[src/rtl/alu_execute_unit_if.sv]
// Issue/writeback bundle between the register bank and the ALU execute stage.
// master = register bank side, slave = execute unit.
interface alu_execute_unit_if #(
    parameter int XLEN = 32
);
    logic            op_valid;
    logic            op_imm;
    logic [2:0]      funct3;
    logic [6:0]      funct7;
    logic [XLEN-1:0] imm;
    logic [XLEN-1:0] rs1_data;
    logic [XLEN-1:0] rs2_data;
    logic [4:0]      rd;
    logic            ready;
    logic [XLEN-1:0] alu_out;
    logic [4:0]      rd_out;
    logic            save_to_reg;
    logic            illegal;

    modport master (
        output op_valid, op_imm, funct3, funct7, imm, rs1_data, rs2_data, rd,
        input  ready, alu_out, rd_out, save_to_reg, illegal
    );

    modport slave (
        input  op_valid, op_imm, funct3, funct7, imm, rs1_data, rs2_data, rd,
        output ready, alu_out, rd_out, save_to_reg, illegal
    );
endinterface

[src/rtl/alu_execute_unit.sv]
// RV32I execute stage; RV32M_EN adds the iterative 33-cycle mul/div FSM (otherwise M-ops are illegal).
// Base ops: 1 cycle, back-to-back; mul/div hold ready low until the DONE cycle, stalled op_valid is dropped.
module alu_execute_unit #(
    parameter int XLEN = 32
`ifdef RV32M_EN
    , parameter int MD_CYCLES = 32
`endif
) (
    input logic               stage_clk,
    input logic               reset,
    alu_execute_unit_if.slave io
);
    localparam logic [6:0] F7_BASE = 7'b0000000;
    localparam logic [6:0] F7_ALT  = 7'b0100000;
    localparam logic [6:0] F7_MD   = 7'b0000001;

    logic [XLEN-1:0] op_a, op_b, base_result;
    logic [4:0]      shamt;
    logic            is_shift, base_ok, md_op, illegal_op, accept, unit_ready;

    assign op_a     = io.rs1_data;
    assign op_b     = io.op_imm ? io.imm : io.rs2_data;
    assign shamt    = op_b[4:0];
    assign is_shift = (io.funct3[1:0] == 2'b01);
    assign accept   = io.op_valid && unit_ready;
    assign io.ready = unit_ready;

    // OP-IMM only carries a real funct7 on shifts; elsewhere it is immediate bits.
    always_comb begin
        base_ok = 1'b0;
        md_op   = 1'b0;
        if (io.op_imm) begin
            base_ok = !is_shift || (io.funct7 == F7_BASE) || ((io.funct7 == F7_ALT) && io.funct3[2]);
        end else begin
            base_ok = (io.funct7 == F7_BASE) ||
                      ((io.funct7 == F7_ALT) && ((io.funct3 == 3'b000) || (io.funct3 == 3'b101)));
`ifdef RV32M_EN
            md_op   = (io.funct7 == F7_MD);
`endif
        end
    end
    assign illegal_op = !base_ok && !md_op;

    always_comb begin
        base_result = '0;
        case (io.funct3)
            3'b000: base_result = (!io.op_imm && io.funct7[5]) ? op_a - op_b : op_a + op_b;
            3'b001: base_result = op_a << shamt;
            3'b010: base_result = {{(XLEN-1){1'b0}}, ($signed(op_a) < $signed(op_b))};
            3'b011: base_result = {{(XLEN-1){1'b0}}, (op_a < op_b)};
            3'b100: base_result = op_a ^ op_b;
            3'b101: base_result = io.funct7[5] ? $unsigned($signed(op_a) >>> shamt) : op_a >> shamt;
            3'b110: base_result = op_a | op_b;
            default: base_result = op_a & op_b;
        endcase
    end

`ifdef RV32M_EN
    typedef enum logic [1:0] {IDLE, MUL, DIV, DONE} state_t;
    localparam int CNT_W = $clog2(MD_CYCLES + 1);

    state_t            state, state_nxt;
    logic [CNT_W-1:0]  md_cnt;
    logic [2*XLEN-1:0] md_acc, mul_prod;
    logic [XLEN-1:0]   md_b, md_dividend, md_result, md_quot, md_rem;
    logic [XLEN:0]     mul_sum, div_diff;
    logic [2:0]        md_f3;
    logic [4:0]        md_rd;
    logic              md_neg_a, md_neg_b, md_div0, md_last;
    logic              sgn_a, sgn_b, neg_a, neg_b;

    assign md_last = (md_cnt == CNT_W'(MD_CYCLES));

    always_ff @(posedge stage_clk) begin
        if (reset) state <= IDLE;
        else       state <= state_nxt;
    end

    always_comb begin
        state_nxt  = state;
        unit_ready = 1'b0;
        case (state)
            IDLE, DONE: begin
                unit_ready = 1'b1;
                state_nxt  = IDLE;
                if (io.op_valid && md_op) state_nxt = io.funct3[2] ? DIV : MUL;
            end
            MUL, DIV: if (md_last) state_nxt = DONE;
            default:  state_nxt = IDLE;
        endcase
    end

    // Signed operands: MUL/MULH/MULHSU(rs1), MUL/MULH(rs2), DIV/REM (both).
    assign sgn_a = io.funct3[2] ? !io.funct3[0] : (io.funct3[1:0] != 2'b11);
    assign sgn_b = io.funct3[2] ? !io.funct3[0] : !io.funct3[1];
    assign neg_a = sgn_a && io.rs1_data[XLEN-1];
    assign neg_b = sgn_b && io.rs2_data[XLEN-1];

    // md_acc: multiply = {partial high, multiplier shifting out}; divide = {remainder, dividend/quotient}.
    assign mul_sum  = {1'b0, md_acc[2*XLEN-1:XLEN]} + (md_acc[0] ? {1'b0, md_b} : '0);
    assign div_diff = md_acc[2*XLEN-1:XLEN-1] - {1'b0, md_b};
    assign mul_prod = (md_neg_a ^ md_neg_b) ? -md_acc : md_acc;
    assign md_quot  = md_acc[XLEN-1:0];
    assign md_rem   = md_acc[2*XLEN-1:XLEN];

    always_comb begin
        md_result = '0;
        if (!md_f3[2])     md_result = (md_f3[1:0] == 2'b00) ? mul_prod[XLEN-1:0] : mul_prod[2*XLEN-1:XLEN];
        else if (md_div0)  md_result = md_f3[1] ? md_dividend : '1;
        else if (md_f3[1]) md_result = md_neg_a ? -md_rem : md_rem;
        else               md_result = (md_neg_a ^ md_neg_b) ? -md_quot : md_quot;
    end
`else
    assign unit_ready = 1'b1;
`endif

    always_ff @(posedge stage_clk) begin
        if (reset) begin
            io.alu_out     <= '0;
            io.rd_out      <= '0;
            io.save_to_reg <= 1'b0;
            io.illegal     <= 1'b0;
`ifdef RV32M_EN
            md_cnt      <= '0;
            md_acc      <= '0;
            md_b        <= '0;
            md_dividend <= '0;
            md_f3       <= '0;
            md_rd       <= '0;
            md_neg_a    <= 1'b0;
            md_neg_b    <= 1'b0;
            md_div0     <= 1'b0;
`endif
        end else begin
            io.save_to_reg <= 1'b0;
            io.illegal     <= 1'b0;
            if (accept) begin
                if (illegal_op) begin
                    io.illegal <= 1'b1;
                end else if (!md_op) begin
                    io.alu_out     <= base_result;
                    io.rd_out      <= io.rd;
                    io.save_to_reg <= (io.rd != 5'd0);
                end
            end
`ifdef RV32M_EN
            if (accept && md_op) begin
                md_acc      <= {{XLEN{1'b0}}, (neg_a ? -io.rs1_data : io.rs1_data)};
                md_b        <= neg_b ? -io.rs2_data : io.rs2_data;
                md_dividend <= io.rs1_data;
                md_f3       <= io.funct3;
                md_rd       <= io.rd;
                md_neg_a    <= neg_a;
                md_neg_b    <= neg_b;
                md_div0     <= (io.rs2_data == '0);
                md_cnt      <= '0;
            end
            if ((state == MUL) || (state == DIV)) begin
                if (md_last) begin
                    io.alu_out     <= md_result;
                    io.rd_out      <= md_rd;
                    io.save_to_reg <= (md_rd != 5'd0);
                end else begin
                    md_cnt <= md_cnt + CNT_W'(1);
                    if (state == MUL)      md_acc <= {mul_sum, md_acc[XLEN-1:1]};
                    else if (!div_diff[XLEN]) md_acc <= {div_diff[XLEN-1:0], md_acc[XLEN-2:0], 1'b1};
                    else                   md_acc <= {md_acc[2*XLEN-2:0], 1'b0};
                end
            end
`endif
        end
    end
endmodule

[src/flat_wrapper.sv]
// flat-port wrapper written by rule: the top's interface ports become plain ports
module alu_execute_unit_flat 
#(
    parameter int XLEN = 32

)
  (stage_clk, reset, io_op_valid, io_op_imm, io_funct3, io_funct7, io_imm, io_rs1_data, io_rs2_data, io_rd, io_ready, io_alu_out, io_rd_out, io_save_to_reg, io_illegal);
  alu_execute_unit_if #(.XLEN(XLEN)) io_i ();
  input logic stage_clk;
  input logic reset;
  input wire logic [$bits(io_i.op_valid)-1:0] io_op_valid;
  input wire logic [$bits(io_i.op_imm)-1:0] io_op_imm;
  input wire logic [$bits(io_i.funct3)-1:0] io_funct3;
  input wire logic [$bits(io_i.funct7)-1:0] io_funct7;
  input wire logic [$bits(io_i.imm)-1:0] io_imm;
  input wire logic [$bits(io_i.rs1_data)-1:0] io_rs1_data;
  input wire logic [$bits(io_i.rs2_data)-1:0] io_rs2_data;
  input wire logic [$bits(io_i.rd)-1:0] io_rd;
  output wire logic [$bits(io_i.ready)-1:0] io_ready;
  output wire logic [$bits(io_i.alu_out)-1:0] io_alu_out;
  output wire logic [$bits(io_i.rd_out)-1:0] io_rd_out;
  output wire logic [$bits(io_i.save_to_reg)-1:0] io_save_to_reg;
  output wire logic [$bits(io_i.illegal)-1:0] io_illegal;
  assign io_i.op_valid = io_op_valid;
  assign io_i.op_imm = io_op_imm;
  assign io_i.funct3 = io_funct3;
  assign io_i.funct7 = io_funct7;
  assign io_i.imm = io_imm;
  assign io_i.rs1_data = io_rs1_data;
  assign io_i.rs2_data = io_rs2_data;
  assign io_i.rd = io_rd;
  assign io_ready = io_i.ready;
  assign io_alu_out = io_i.alu_out;
  assign io_rd_out = io_i.rd_out;
  assign io_save_to_reg = io_i.save_to_reg;
  assign io_illegal = io_i.illegal;
  alu_execute_unit #(.XLEN(XLEN)) u_core (.stage_clk(stage_clk), .reset(reset), .io(io_i));
endmodule
[config.mk]
export PLATFORM = sky130hd
export DESIGN_NAME = alu_execute_unit_flat
export DESIGN_NICKNAME = d
export VERILOG_FILES = /design/src/rtl/alu_execute_unit_if.sv /design/src/rtl/alu_execute_unit.sv /design/src/flat_wrapper.sv
export SDC_FILE = /design/constraint.sdc
export NUM_CORES = 1
export LEC_CHECK = 0
export BUFFER_PORTS_ARGS = -buffer_cell sky130_fd_sc_hd__buf_2
export CAP_MARGIN = 15
export CORE_UTILIZATION = 55
export CTS_BUF_LIST = sky130_fd_sc_hd__clkbuf_2 sky130_fd_sc_hd__clkbuf_4 sky130_fd_sc_hd__clkbuf_8
export DETAILED_ROUTE_END_ITERATION = 8
export GPL_TIMING_DRIVEN = 0
export PLACE_DENSITY = 0.8
export REMOVE_ABC_BUFFERS = 1
export SETUP_SLACK_MARGIN = 0.15
export SLEW_MARGIN = 20
export SYNTH_ARGS = -nofsm -noshare
export SYNTH_HDL_FRONTEND = slang
export SYNTH_SLANG_ARGS = --single-unit
[constraint.sdc]
create_clock -name stage_clk -period 6.35 [get_ports stage_clk]
set_clock_uncertainty 0.1 [all_clocks]
set_input_delay 0.3175 -clock stage_clk [delete_from_list [all_inputs] [get_ports stage_clk]]
set_output_delay 0.3175 -clock stage_clk [all_outputs]
set_load 0.005 [all_outputs]
# After elaboration in Yosys (flattened, before gate mapping)

Cells that the tools add are included.

Bits in registers: 39
Input bits: 115
Word-level logic and storage cells: 45

Add/subtract/negate cells: 2
Order comparisons: 2
Equal/unequal tests: 8
Shift operators: 3
Muxes and demuxes: 6
Bitwise gates (word level): 5
Reduce and logical (&&, ||, !) cells: 15

Operator list:

| cell                                                 | count |
|---|---|
| case mux 32 bit (7 select lines)                     | 1 |
| two-way mux 32 bit                                   | 3 |
| < comparator 32 bit                                  | 2 |
| adder 32 bit                                         | 1 |
| bitwise AND 32 bit                                   | 1 |
| bitwise OR 32 bit                                    | 1 |
| left shift 32 x 5 -> 32 bit                          | 1 |
| right shift 32 x 5 -> 32 bit                         | 1 |
| >>> shifter 32 x 5 -> 32 bit                         | 1 |
| subtractor 32 bit                                    | 1 |
| bitwise XOR 32 bit                                   | 1 |
| equality test 3 bit (second input constant)          | 3 |
| equality test 7 x 6 -> 1 bit (second input constant) | 1 |
| zero test 7 bit                                      | 1 |
| equality test 3 x 2 -> 1 bit (second input constant) | 2 |
| nonzero test 5 bit                                   | 1 |
| logical OR 1 bit                                     | 4 |
| equality test 3 x 1 -> 1 bit (second input constant) | 1 |
| logical AND 1 bit                                    | 3 |
| zero test 3 bit                                      | 1 |
| OR reduction 3 bit                                   | 1 |
| equality test 2 x 1 -> 1 bit (second input constant) | 1 |
| zero test 1 bit                                      | 2 |
| two-way mux 1 bit                                    | 2 |
| other kinds (3)                                      | 4 |

# Depth between registers and ports, before layout

Depth in word-level cells: 7
Mapped depth: 18
Gate-level depth less buffers: 14

# Worst setup path after synthesis

No wires, ideal clock.

Path kind: input -> register
Start point: in io_op_imm
End point: reg u_core.io.alu_out[31]
Library setup time: 122 ps
Data arrival time: 4032 ps
Data required time: 6128 ps
Path slack: 2096 ps
Stages on the path: 15
Buffers on the path: 4
Path through: buf_4 > buf_1 > buf_1 > mux2i_1 > ha_1 > clkbuf_1 > nor4_1 > nand3_1 > o21ai_1 > o211ai_1 > o21ai_1 > o21bai_1 > o311ai_0 > xnor2_1 > a221o_1

Word-level cells in the longest chain between the ends: 4
Elaborated cells on any way between the ends: 16

Ends and longest elaborated chain:

| item                                                         | line                                           | text |
|---|---|---|
| start, declared                                              | flat_wrapper.sv:12                             | `input wire logic [$bits(io_i.op_imm)-1:0] io_op_imm;` |
| two-way mux 32 bit / zero test 1 bit (equally long branches) | alu_execute_unit.sv:22, alu_execute_unit.sv:47 |  |
| adder 32 bit (tied with other cells)                         | alu_execute_unit.sv:47                         | `3'b000: base_result = (!io.op_imm && io.funct7[5]) ? op_a - op_b : op_a + op_b;` |
| two-way mux 32 bit, on equally long branches                 | alu_execute_unit.sv:47, alu_execute_unit.sv:52 |  |
| case mux 32 bit (7 select lines)                             | alu_execute_unit.sv:46                         | `case (io.funct3)` |
| end signal, assigned                                         | alu_execute_unit.sv:141                        | `io.alu_out <= base_result;` |
| end, declared                                                | alu_execute_unit_if.sv:27                      | `output ready, alu_out, rd_out, save_to_reg, illegal` |

Parallel ways exist; a longest one is shown, timed or not.
A chain may end at the register's enable or synchronous reset.

# Final worst setup path

Start point: in io_op_imm
End point: reg u_core.io.alu_out[30]

The elaborated chain is that of the path after synthesis.

==> out/qor.log <==
qor: sta.worst_slew_pin_slew 1.19 ns
qor: setup_path.crit_type input port to register
qor: floorplan.starting_density_of_the_core 56.0%
qor: floorplan.io_pins 155
qor: place.place_area 12,500 µm²
qor: floorplan.core-area 20,200 µm²
qor: yosys.synth.yosys.warnings 0
qor: floorplan.die_h 145 µm
qor: floorplan.die_w 145 µm
qor: setup_path.critical-path-top-cell-by-count a211oi_1
qor: global_route.grt_pass1_vias 12,800
qor: power_and_ir_drop.power.share.clock 14.3%
qor: clock_network.clock_path_buffers 2
qor: detailed_routing.routed_wl 50.2 mm
qor: global_route.initial_antenna_violation_count 0
qor: yosys.async_flop_share 0%
qor: yosys.synth-main-ff-cell dfxtp_1
qor: global_route.grt_start_max_net_pins 62
qor: detailed_routing.number_of_detailed_route_iterations_in_the_first_pass 7
qor: global_route.grt_overflow_total 0
qor: power_and_ir_drop.max-vdd-ir-drop 0.0000966 V
qor: power_and_ir_drop.share_comb_of_total_power 71.0%
qor: yosys.synth_seq_cells 39
qor: cells_and_area.stdcell_area 12,600 µm²
qor: cells_and_area.largest_reg_flops 32
qor: setup_path.arrival 5.70 ns
qor: clock_network.clk-insertion-delay-late 0.35 ns
qor: clock_network.ctsHoldBuffers 0
qor: worst_hold_path.worst_hold_path.num_cells 2
qor: cells_and_area.regMostFlops u_core.io.alu_out
qor: yosys.synth_most_common_cell nand2_1
qor: sta.report.final.setup_viol 0
qor: place.io_buffer_count 153
qor: yosys.synth.yosys.seq_area_share 6.91%
qor: cells_and_area.largest_registers u_core.io.alu_out (32), u_core.io.rd_out (5)
qor: power_and_ir_drop.seq_power_share 14.8%
qor: sta.min_period_over_period 87.6%
qor: setup_path.cp-start-kind input port
qor: place.place_congestion 1.05
qor: status.outcome completed
qor: global_route.grt_pass1_wl 75.7 mm
qor: yosys.post-synth-top-area-fraction 12.7%
qor: setup_path.endpoint_class_of_the_critical_path register
qor: detailed_routing.drc 0
qor: cells_and_area.finalNetCount 1,946
qor: global_route.grt_util_all_layers 46.3%
qor: clock_network.post-cts-setup-buffers 0
qor: power_and_ir_drop.p_leak 5.61 nW
qor: yosys.synthDistinctLibCells 78
qor: clock_network.clk_pin_slew_worst_paths 0.10 ns
qor: sta.rsz0062_at_grt no
qor: floorplan.die_area 21,100 µm²
qor: yosys.ys_top_cells_by_area ha_1 (13%), mux2i_1 (12%), dfxtp_1 (6.9%)
qor: sta.min_tclk_post_route 5.56 ns
qor: yosys.leading_post_synthesis_cells_by_instance_count nand2_1 (184), nor2_1 (147), mux2i_1 (133), o21ai_0 (125), inv_1 (116)
qor: cells_and_area.antenna_cells_inserted 0
qor: sta.slew_viol_final 0
qor: power_and_ir_drop.net-switching-power 966 µW
qor: detailed_routing.drt-vias-per-instance 7.03
qor: detailed_routing.route.vias.total 13,900
qor: detailed_routing.detail-route-antenna-nets 0
qor: detailed_routing.drtIter0Drc 2,002
qor: sta.achievable-frequency 180 MHz
qor: yosys.yosysTopAreaCell ha_1
qor: setup_path.path_length_in_cells_of_the_critical_path 15
qor: clock_network.numClockSinks 39
qor: place.dpl.hpwl 37.7 mm
qor: power_and_ir_drop.power.switching_fraction 53.6%
qor: yosys.postSynthCellCount 1,653
qor: clock_network.htree_levels 2
qor: clock_network.postCtsResizedCells 0
qor: clock_network.numCtsBuffers 5
qor: floorplan.row_count 52
qor: clock_network.tritoncts built
qor: setup_path.critPathBufInv 3
qor: job.max_cap_violations 0
qor: detailed_routing.routedWlPerCell 25.3 µm
qor: sta.slew_hr 20.7%
qor: setup_path.crit_path_max_incr_delay 0.83 ns
qor: setup_path.worstPathRequired 6.48 ns
qor: worst_hold_path.min_path_type input port to register
qor: setup_path.critical_path_peak_fanout 56
qor: power_and_ir_drop.internal_power 836 µW
qor: yosys.post_synth.cell_area_avg 6.84 µm²
qor: cells_and_area.drive_gt1_share 13.8%
qor: setup_path.critical_path_cell_by_cell buf_4, mux2i_4, inv_4, ha_1, inv_1, fa_1, nor2b_1, o2111ai_1, a211oi_1, o22ai_1, o31ai_1, a31oi_1, a211oi_1, xor2_1, a221o_1
qor: setup_path.rr_worst_depth 4
qor: cells_and_area.area_delta_synth_final 11.3%
qor: yosys.mappedNetlistArea 11,300 µm²
qor: sta.fin_setup_tns 0 ns
qor: setup_path.worst_path_max_delay_cell o31ai_1
qor: clock_network.cts_root_buffer clkbuf_8
qor: cells_and_area.fill_cells 1,959
qor: power_and_ir_drop.power-per-cell-area 143 nW/µm²
qor: yosys.number_of_enable_flip_flop_cells_after_synthesis 0
qor: setup_path.worst_path_top_cell_family_by_delay compound AO/OA/AOI/OAI gates
qor: sta.report.final.hold_viol_count 0
==> logic make-up (layout without fill, tap and decap cells) <==
group	count (synthesis)	after routing	synth area share (%)
AO/OA/AOI/OAI	553	553	32.6
XOR/XNOR	38	38	2.95
adder cells (fa/ha/maj)	117	117	13.1
buffers and inverters	238	300	8.31
flip-flops	39	39	6.91
multiplexers	156	156	15.6
other	1	1	0.0332
AND/OR/NAND/NOR	511	511	20.5
==> routing by layer <==
metal | up-vias | wire, µm | global-route usage, %
li1 | 6170 | - | -
met1 | 6380 | 19300 | 61.3
met2 | 1194 | 20500 | 66.6
met3 | 200 | 7450 | 14.2
met4 | 2 | 2870 | 25.2
met5 | - | 94 | 3.41
==> final timing paths <==
path / slack [ns] / start / to
setup / recovery: 0.79 / io_op_imm / u_core.io.alu_out[30]$_SDFFE_PP0P_
hold / removal: 0.10 / io_rd[0] / u_core.io.save_to_reg$_SDFF_PP0_
setup reg to reg: 4.70 / u_core.io.alu_out[19]$_SDFFE_PP0P_ / u_core.io.alu_out[19]$_SDFFE_PP0P_
hold reg to reg: 0.35 / u_core.io.alu_out[21]$_SDFFE_PP0P_ / u_core.io.alu_out[21]$_SDFFE_PP0P_
==> cells in the final DEF, fill, tap and decap left out, drive strengths merged, types with 9 or more instances in the layout <==
cell    instances
xnor2          35
mux4           14
a22o           10
and3           13
or3            21
nor3           24
nor4           10
mux2i         136
nor2          147
a221oi         12
o311ai         25
nand2         184
a22oi          19
a21oi         107
inv           119
a211oi         26
a31oi          26
buf           172
ha            115
o21bai         11
nand2b         36
a21o           12
o31ai          19
dfxtp          39
nor2b          18
o21a            9
nand3          32
a311oi         13
o211ai         36
o21ai         143
==> stage by stage <==
step,hold slack (ns),setup slack [ns],instances,power (mW),util [%]
after floorplan,0.287,0.201,1535,1.05,-
after global placement,0.337,-3.80,1958,1.44,59.1
after detailed placement,0.339,0.661,1977,1.49,61.8
after CTS,0.0952,1.00,1985,1.74,62.4
after global routing,0.108,0.553,1985,1.88,62.4
final,0.101,0.788,1985,1.80,62.4
==> area by class of cell <==
cell class                 instances  area, µm²  area share (%)
clock inverter                     3       43.8           0.348
clock buffer                       5       68.8           0.547
tap                              270        338            2.69
sequential                        39        781            6.21
timing repair buffer             172       1220            9.71
inverter                         120        455            3.62
multi-input combinational       1376       9670            76.9
==> power groups by stage <==
stage	clock network (mW)	logic [mW]	registers [mW]
after floorplan	0	0.779	0.272
after global placement	0	1.17	0.271
after detailed placement	0	1.22	0.271
after CTS	0.255	1.22	0.266
after global routing	0.261	1.35	0.268
final	0.257	1.28	0.266
Note: power is estimated with default switching activity, not from simulation.
